### config.mk
export PLATFORM = sky130hd
export DESIGN_NAME = uart_baud_gen
export DESIGN_NICKNAME = d
export VERILOG_FILES = /design/src/rtl/uart_pkg.sv /design/src/rtl/uart_frac_acc.sv /design/src/rtl/uart_baud_gen.sv
export SDC_FILE = /design/constraint.sdc
export NUM_CORES = 1
export LEC_CHECK = 0
export BUFFER_PORTS_ARGS = -buffer_cell sky130_fd_sc_hd__buf_2
export CAP_MARGIN = 20
export CORE_MARGIN = 5
export CORE_UTILIZATION = 59
export CTS_BUF_LIST = sky130_fd_sc_hd__clkbuf_8 sky130_fd_sc_hd__clkbuf_16
export DETAILED_ROUTE_END_ITERATION = 7
export GPL_ROUTABILITY_DRIVEN = 0
export PLACE_DENSITY = 0.88
export SLEW_MARGIN = 20
export SYNTH_ARGS = -nofsm -noshare
export SYNTH_HDL_FRONTEND = slang
export SYNTH_SLANG_ARGS = --single-unit
### constraint.sdc
create_clock -name clk -period 6.8 [get_ports clk]
set_clock_uncertainty 0.2 [all_clocks]
set_input_delay 1.7 -clock clk [delete_from_list [all_inputs] [get_ports clk]]
set_output_delay 1.7 -clock clk [all_outputs]
set_load 0.01 [all_outputs]
### src/rtl/uart_pkg.sv
// uart_pkg: shared constants and types for the UART timing blocks.
// The optional fractional divisor is built in with UART_BAUD_FRAC_EN.
package uart_pkg;

  localparam int DIV_W_DEF = 16;
  localparam int OSR_DEF   = 16;
  localparam int FRAC_W    = 4;

  typedef logic [DIV_W_DEF-1:0]       div_t;
  typedef logic [$clog2(OSR_DEF)-1:0] phase_t;

endpackage

### src/rtl/uart_frac_acc.sv
// uart_frac_acc: fractional divisor accumulator. Each tick adds F; a carry-out
// stretches the following oversample period by one clk. Built only with UART_BAUD_FRAC_EN.
`ifdef UART_BAUD_FRAC_EN
module uart_frac_acc
  import uart_pkg::*;
(
  input  logic              clk,
  input  logic              rst,
  input  logic              clr,
  input  logic              tick,
  input  logic [FRAC_W-1:0] frac,
  output logic              ext
);

  logic [FRAC_W-1:0] acc;

  always_ff @(posedge clk) begin
    if (rst || clr) begin
      acc <= '0;
      ext <= 1'b0;
    end else if (tick) begin
      {ext, acc} <= {1'b0, acc} + {1'b0, frac};
    end
  end

endmodule
`endif

### src/rtl/uart_baud_gen.sv
// uart_baud_gen: oversample (os_tick) and bit (bit_tick) strobes from the baud divisor.
// Define UART_BAUD_FRAC_EN to use baud_div[DIV_W+3:DIV_W] as a 4-bit fractional divisor.
module uart_baud_gen
  import uart_pkg::*;
#(
  parameter int DIV_W = DIV_W_DEF,
  parameter int OSR   = OSR_DEF
) (
  input  logic                    clk,
  input  logic                    rst,
  input  logic [31:0]             baud_div,
  input  logic                    en,
  input  logic                    restart,
  output logic                    os_tick,
  output logic                    bit_tick,
  output logic [$clog2(OSR)-1:0]  os_phase,
  output logic                    div_zero
);

  localparam int PW = $clog2(OSR);

  logic [DIV_W-1:0] div_new;
  logic [DIV_W-1:0] div_q;
  logic [DIV_W-1:0] div_cnt;
  logic [PW-1:0]    phase;
  logic             os_q;
  logic             bit_q;
  logic             div_chg;
  logic             realign;
  logic             at_term;
  logic             fire;
  logic             ext;
  logic             unused_baud;

  assign div_new  = baud_div[DIV_W-1:0];
  assign div_zero = (div_new == '0);

`ifdef UART_BAUD_FRAC_EN
  logic [FRAC_W-1:0] frac_new;
  logic [FRAC_W-1:0] frac_q;

  assign frac_new    = baud_div[DIV_W+FRAC_W-1:DIV_W];
  assign unused_baud = ^baud_div[31:DIV_W+FRAC_W];
  assign div_chg     = (div_new != div_q) || (frac_new != frac_q);

  always_ff @(posedge clk) begin
    if (rst) frac_q <= '0;
    else     frac_q <= frac_new;
  end

  uart_frac_acc u_frac_acc (
    .clk  (clk),
    .rst  (rst),
    .clr  (restart || div_chg),
    .tick (fire),
    .frac (frac_q),
    .ext  (ext)
  );
`else
  assign unused_baud = ^baud_div[31:DIV_W];
  assign div_chg     = (div_new != div_q);
  assign ext         = 1'b0;
`endif

  // A stalled divisor (0) pins the counters at zero just like a realignment.
  assign realign = restart || div_chg || (div_q == '0);
  assign at_term = (div_cnt == div_q - DIV_W'(1) + DIV_W'(ext));
  assign fire    = !realign && en && at_term;

  // NOTE: state registers use non-blocking assignments so every flop samples
  // pre-edge values regardless of statement order inside the block.
  always_ff @(posedge clk) begin
    if (rst) begin
      div_q   <= '0;
      div_cnt <= '0;
      phase   <= '0;
      os_q    <= 1'b0;
      bit_q   <= 1'b0;
    end else begin
      div_q <= div_new;
      os_q  <= fire;
      bit_q <= fire && (phase == PW'(OSR - 1));
      if (realign) begin
        div_cnt <= '0;
        phase   <= '0;
      end else if (fire) begin
        div_cnt <= '0;
        phase   <= phase + PW'(1);
      end else if (en) begin
        div_cnt <= div_cnt + DIV_W'(1);
      end
    end
  end

  assign os_tick  = os_q;
  assign bit_tick = bit_q;
  assign os_phase = phase;

endmodule

==> metrics.txt, run 1 <==
status finished clean; # nets final 315; Worst-Margin Slew 0.679 ns; DRT Pass-1 Iters 4; Clock Path Buffers 2; mean post-synth cell area 8.66 um2; fmax 226 MHz; Worst EP arrival around 2.5 ns; Critical Path RT 4.90 ns; Max-Cap Viols 0; Setup TNS 0 ns; Worst Path Max Fanout 3; die area 5000 um2; CTS buffer count 5; commonest cells in the netlist 38 x dfxtp_1, 32 x xor2_1, 25 x nor2_1; delay-heaviest family, CP simple AND/OR/NAND/NOR gates; Sw Pwr ~0.00011 W; delay of the slowest critical-path stage 0.35 ns; DRC viols 0; clock-pin slew on the worst setup and hold paths 0.07 ns; r2r setup slk 3.60 ns; Final Util about two thirds; first-pass GRT wire length 7490 um; CP cell instances buf_2, nor4_1, and4_1, buf_2; drt initial violations 170; switching part of the total 24.0%; post-CTS setup buffer count 0; Final Slew Violations 0; R2R depth 9; CP Launch Point baud_div[11]; core area ~3600 um2; top cell type's share of synthesized area 35.0%; most used cell, CP buf_2; crit path time final 4.43 ns; Via Count 1814; H-tree depth 2; sequential share of the synthesized area 35.0%; mapped cell area ~2200 um2; Synth Warn # 0; # clock sinks 38; final hold vios 0; Routed WL 4490 um; combinational power share 11.3%; vias in the first global route approximately 1700; Crit. End Element primary output; sequential power share 50.6%; Ports 43; Synth async-reset ratio 0%; Critical Path Slowest Stage Cell nor4_1; Starting Density between 60 and 70%; CP Capture Point div_zero; # rows 22; Antenna Nets Post-Route 0; Crit Path Category in -> out; dominant cells by area after synthesis dfxtp_1 35%, xor2_1 13%, xnor2_1 6.9%; clk_lat worst skew 0.29 ns; Place WS 2.41 ns; GRT Total Usage 18.6%; Die Ht 70.7 um; period utilization between 60% and 70%; Post-Syn Nets 290; internal power 0.000354 W; reg-to-reg critical path startpoint div_q[0]; Pwr Density roughly 190 nW/um2; Post-synth EDFFs 0; Power, Total 0.000466 W; WP buf/inv 2; Slew headroom 54.7%; cell taking the most area after synthesis dfxtp_1; Levels on crit path 4; worst ir drop on vdd 0.000167 V; vias per cell 5.58; hpwl dp 3350 um; Leakage 0.932 nW; Synth Flop Type dfxtp_1; WL/cell 13.8 um; fraction of layout cells with a size suffix above 1 between 10% and 20%; HP Class reg -> reg; post-synth cell types 43; post-route setup slack 2.37 ns; # port buffers 26; endpoints failing setup 0; post-cts resize count 0; CP Launch Type primary input; Post-Syn Instances 251; # diodes 0; Worst R2R End div_cnt[4]; Post-CTS Hold Buffers 0; synthesized flop and latch total 38; RSZ-0062 raised after global routing no; Clock power frac 38.2%; most frequent cell after synthesis dfxtp_1; Die X 70.7 um; CTS tree built; root buf cell clkbuf_8; initial antenna violation count 0; grt ovf 0; largest net degree at the start of global routing 20; Layout area overhead 11.7%
## stage by stage
stage	area (um2)	hold slack [ns]	std cells
floorplan	2170	0.291	251
global placement	2320	0.278	317
detailed placement	2320	0.286	317
CTS	2430	0.296	325
global route	2430	0.323	325
finish	2430	0.302	325
## cell usage in the layout (no fill, tap or decap), types with 7 or more instances in the layout
cell type	n
dfxtp_1	38
xor2_1	32
buf_2	26
nor2_1	25
nor2b_1	19
xnor2_1	17
nand3_1	15
nor3_1	9
a21oi_1	8
clkbuf_8	8
inv_1	7
## how the worst min path moves through the flow
stage / startpoint / end / slack, ns / cells past startpoint
CTS: os_phase[3] / bit_tick / 0.30 / 2
floorplan: os_phase[3] / bit_tick / 0.29 / 2
finish: os_phase[3] / bit_tick / 0.30 / 2
global route: os_phase[3] / os_phase[3] / 0.32 / 2
global placement: os_phase[3] / os_phase[3] / 0.28 / 2
detailed placement: os_phase[3] / bit_tick / 0.29 / 2
## layout make-up
class	instances	area, um2
Multi-Input combinational cell	198	1340
Fill cell	296	1180
Sequential cell	38	761
Timing Repair Buffer	26	130
Clock buffer	8	110
Tap cell	48	60.1
Inverter	7	26.3
## tightest hold or removal path, delay by kind of cell, from the launching register on
family	cells	cell delay, ns
flip-flops	1	0.33
AND/OR/NAND/NOR	2	0.12
## sequential cells by signal, summed over array words and instances (netlist names)
name and cells:
bit_tick 1, div_q 16, div_cnt 16, os_phase 4, os_tick 1
## power groups by stage
stage,Sequential (W),Combinational [W],Clock [W]
after floorplan,0.000238,0.0000385,0
after global placement,0.000241,0.0000499,0
after detailed placement,0.000241,0.0000513,0
after CTS,0.000236,0.0000523,0.000181
after global routing,0.000237,0.0000594,0.000190
final,0.000236,0.0000525,0.000178
## logic make-up (layout without fill, tap and decap cells)
logic type / count (synthesis) / after routing / share of synthesized area (%)
adders and majority gates: 3 / 3 / 1.73
muxes: 1 / 1 / 0.461
xor gates and xnor gates: 49 / 49 / 19.7
DFF: 38 / 38 / 35.0
buffers and inverters: 15 / 41 / 3.34
and+or+nand+nor: 117 / 117 / 30.9
AOI/OAI and AO/OA: 28 / 28 / 8.87
## layer usage
metal,vias up,track usage [%],part of all wire [%]
met1,848,23.6,45
met4,0,6.05,1.6
met2,35,31.3,49
li1,922,-,-
met5,-,0,0
met3,9,3.98,4.4
(Power assumes the default switching activity.)
==> run 2, diff against run 1 <==
- ABC_AREA: unset -> 1
- CORE_UTILIZATION: 59 -> 56
- PLACE_DENSITY: 0.88 -> 0.83
- clock period: 6.8 -> 4.4 ns (I/O delays scaled with it)
==> run 2 against run 1 <==
Net effect: design area up 14%; wire length is 23% higher; global-route usage rose by 1.0 points; sequential cell count unchanged; count of clock-buffer cells in the layout down 2; via count up 34%; synthesized cell count up 60%; non-clock buffer count is the same; area after synthesis up 16%; worst setup slack worse by 1.2 ns; die area up 19%; critical path type unchanged; critical endpoint unchanged; largest cell class unchanged; highest routed layer unchanged.
==> metrics.txt, run 2 <==
status finished clean; Synth Warn # 0; Post-Syn Nets 441; Layout area overhead 9.60%; vias in the first global route 2316; Worst-Margin Slew 0.404 ns; largest family of logic cells by synthesized area simple AND/OR/NAND/NOR gates; Critical Path RT roughly 3.1 ns; Leakage 1.32 nW; post-synthesis compound-gate area fraction 3.56%; Max-Cap Viols 0; FILL cells 400; Via Count 2431; area of the multi-input gates between 1000 and 1500 um2; Die X 77.2 um; hpwl dp roughly 4400 um; final hold vios 0; Post-synth EDFFs 0; Crit. End Element primary output; drt initial violations 127; core area 4350 um2; Antenna Nets Post-Route 0; Post-Syn Instances 402; commonest non-fill, non-tap cells in the layout 123 x nand2_1, 64 x nor2_1, 59 x inv_1, 38 x dfxtp_1, 26 x buf_2; Worst EP arrival 1.97 ns; mean post-synth cell area 6.29 um2; Final Slew Violations 0; Synth Flop Type dfxtp_1; Worst Path Max Fanout 3; commonest non-fill, non-tap cell in the layout nand2_1; dominant cells by area after synthesis dfxtp_1 30%, nand2_1 18%, nor2_1 9.5%; Simple-Gate Fraction of Synth Area between 40% and 50%; WL/cell 11.4 um; Post-DP Area about 2700 um2; crit path time final between 3 and 4 ns; period utilization 74.3%; WL met1 2430 um; mapped cell area around 2500 um2; hold slack 0.275 ns; die area about 6000 um2; Routed met2 length 2730 um; cell taking the most area after synthesis dfxtp_1; CTS buffer count 5; top cell type's share of synthesized area a little under a third; mux share of post-synthesis cell area 0%; fraction of synthesized cell area in xor and xnor cells 7.27%; Clock Path Buffers 2; Routed WL 5520 um; top sig layer met4; met3 WL 312 um; # clock sinks 38; CP Launch Type primary input; first-pass GRT wire length 9870 um; fin area 2770 um2; Die Ht 77.2 um; DRT Pass-1 Iters 4; commonest cells in the netlist 123 x nand2_1, 64 x nor2_1, 58 x inv_1; post-synthesis adder-cell area fraction 1.48%; Starting Density 58.1%; RSZ-0062 raised after global routing no; sequential share of the synthesized area around 30%; worst ir drop on vdd 0.000172 V; GRT Total Usage 19.6%; DRC viols 0; # port buffers 26; CTS tree built; clock-pin slew on the worst setup and hold paths roughly 0.07 ns; post-CTS setup buffer count 0; clk_lat worst skew just under 0.3 ns; initial antenna violation count 0; H-tree depth 2; HP Class reg -> reg; Crit Path Category in -> out; fraction of layout cells with a size suffix above 1 15.8%; # rows 24; most frequent cell after synthesis nand2_1; Storage cell area 761 um2; Slew headroom between 70% and 80%; grt ovf 0; Setup TNS 0 ns; post-synth cell types 33; endpoints failing setup 0; vias per cell 5.03; largest net degree at the start of global routing 20; # nets final roughly 470; post-cts resize count 0; Post-CTS Hold Buffers 0; root buf cell clkbuf_8; # diodes 0; Synth async-reset ratio 0%; Pwr Density 261 nW/um2; Ports between 40 and 50; fmax about 300 MHz; synthesized flop and latch total 38
==> run 2: power breakdown <==
part	leakage [nW]	internal (W)	switching (W)
clock network	0.0524	0.000124	0.000120
registers	0.310	0.000352	0.0000114
logic	0.954	0.0000419	0.0000733
total	1.32	0.000518	0.000205
==> run 2: per-layer routing <==
layer	vias up	global-route usage, %
li1	1288	-
met1	1084	24.3
met2	53	34.0
met3	6	4.80
met4	0	4.47
met5	-	0
==> run 2: area by class of cell <==
class | count | area share (%)
flip-flops and latches | 38 | 27.4
well taps | 52 | 2.35
inverters | 61 | 8.26
clock inverters | 2 | 0.316
repair buffers | 26 | 4.70
clock buffers | 6 | 2.98
multi-input cells | 298 | 54.0
==> run 2: final timing paths <==
check | endpoint | slack [ns] | startpoint | cells past startpoint
max | div_zero | 1.13 | baud_div[3] | 5
max reg2reg | div_cnt[8] | 1.96 | div_q[0] | 14
min reg2reg | os_phase[3] | 0.27 | os_phase[3] | 2
min | os_phase[3] | 0.27 | os_phase[3] | 2
==> run 2: cells by family after synthesis <==
family | Yosys count
and+or+nand+nor | 258
xor gates and xnor gates | 21
DFF | 38
adders and majority gates | 3
AOI/OAI and AO/OA | 16
buffers and inverters | 66
==> run 2: critical path, stage by stage <==
cell	delay, ns
buf_2	0.11
inv_1	0.10
nand4_1	0.17
nor4_1	0.30
buf_2	0.18
==> run 2: per-stage QoR <==
stage / utilization (%) / total power [W] / setup slack [ns] / cells
3_3_place_gp: 61.6 / 0.000481 / 1.15 / 475
2_1_floorplan: - / 0.000455 / 1.39 / 402
3_5_place_dp: 61.6 / 0.000485 / 1.14 / 475
4_1_cts: 63.6 / 0.000731 / 1.13 / 483
5_1_grt: 63.6 / 0.000763 / 1.08 / 483
6_report: 63.6 / 0.000722 / 1.13 / 483
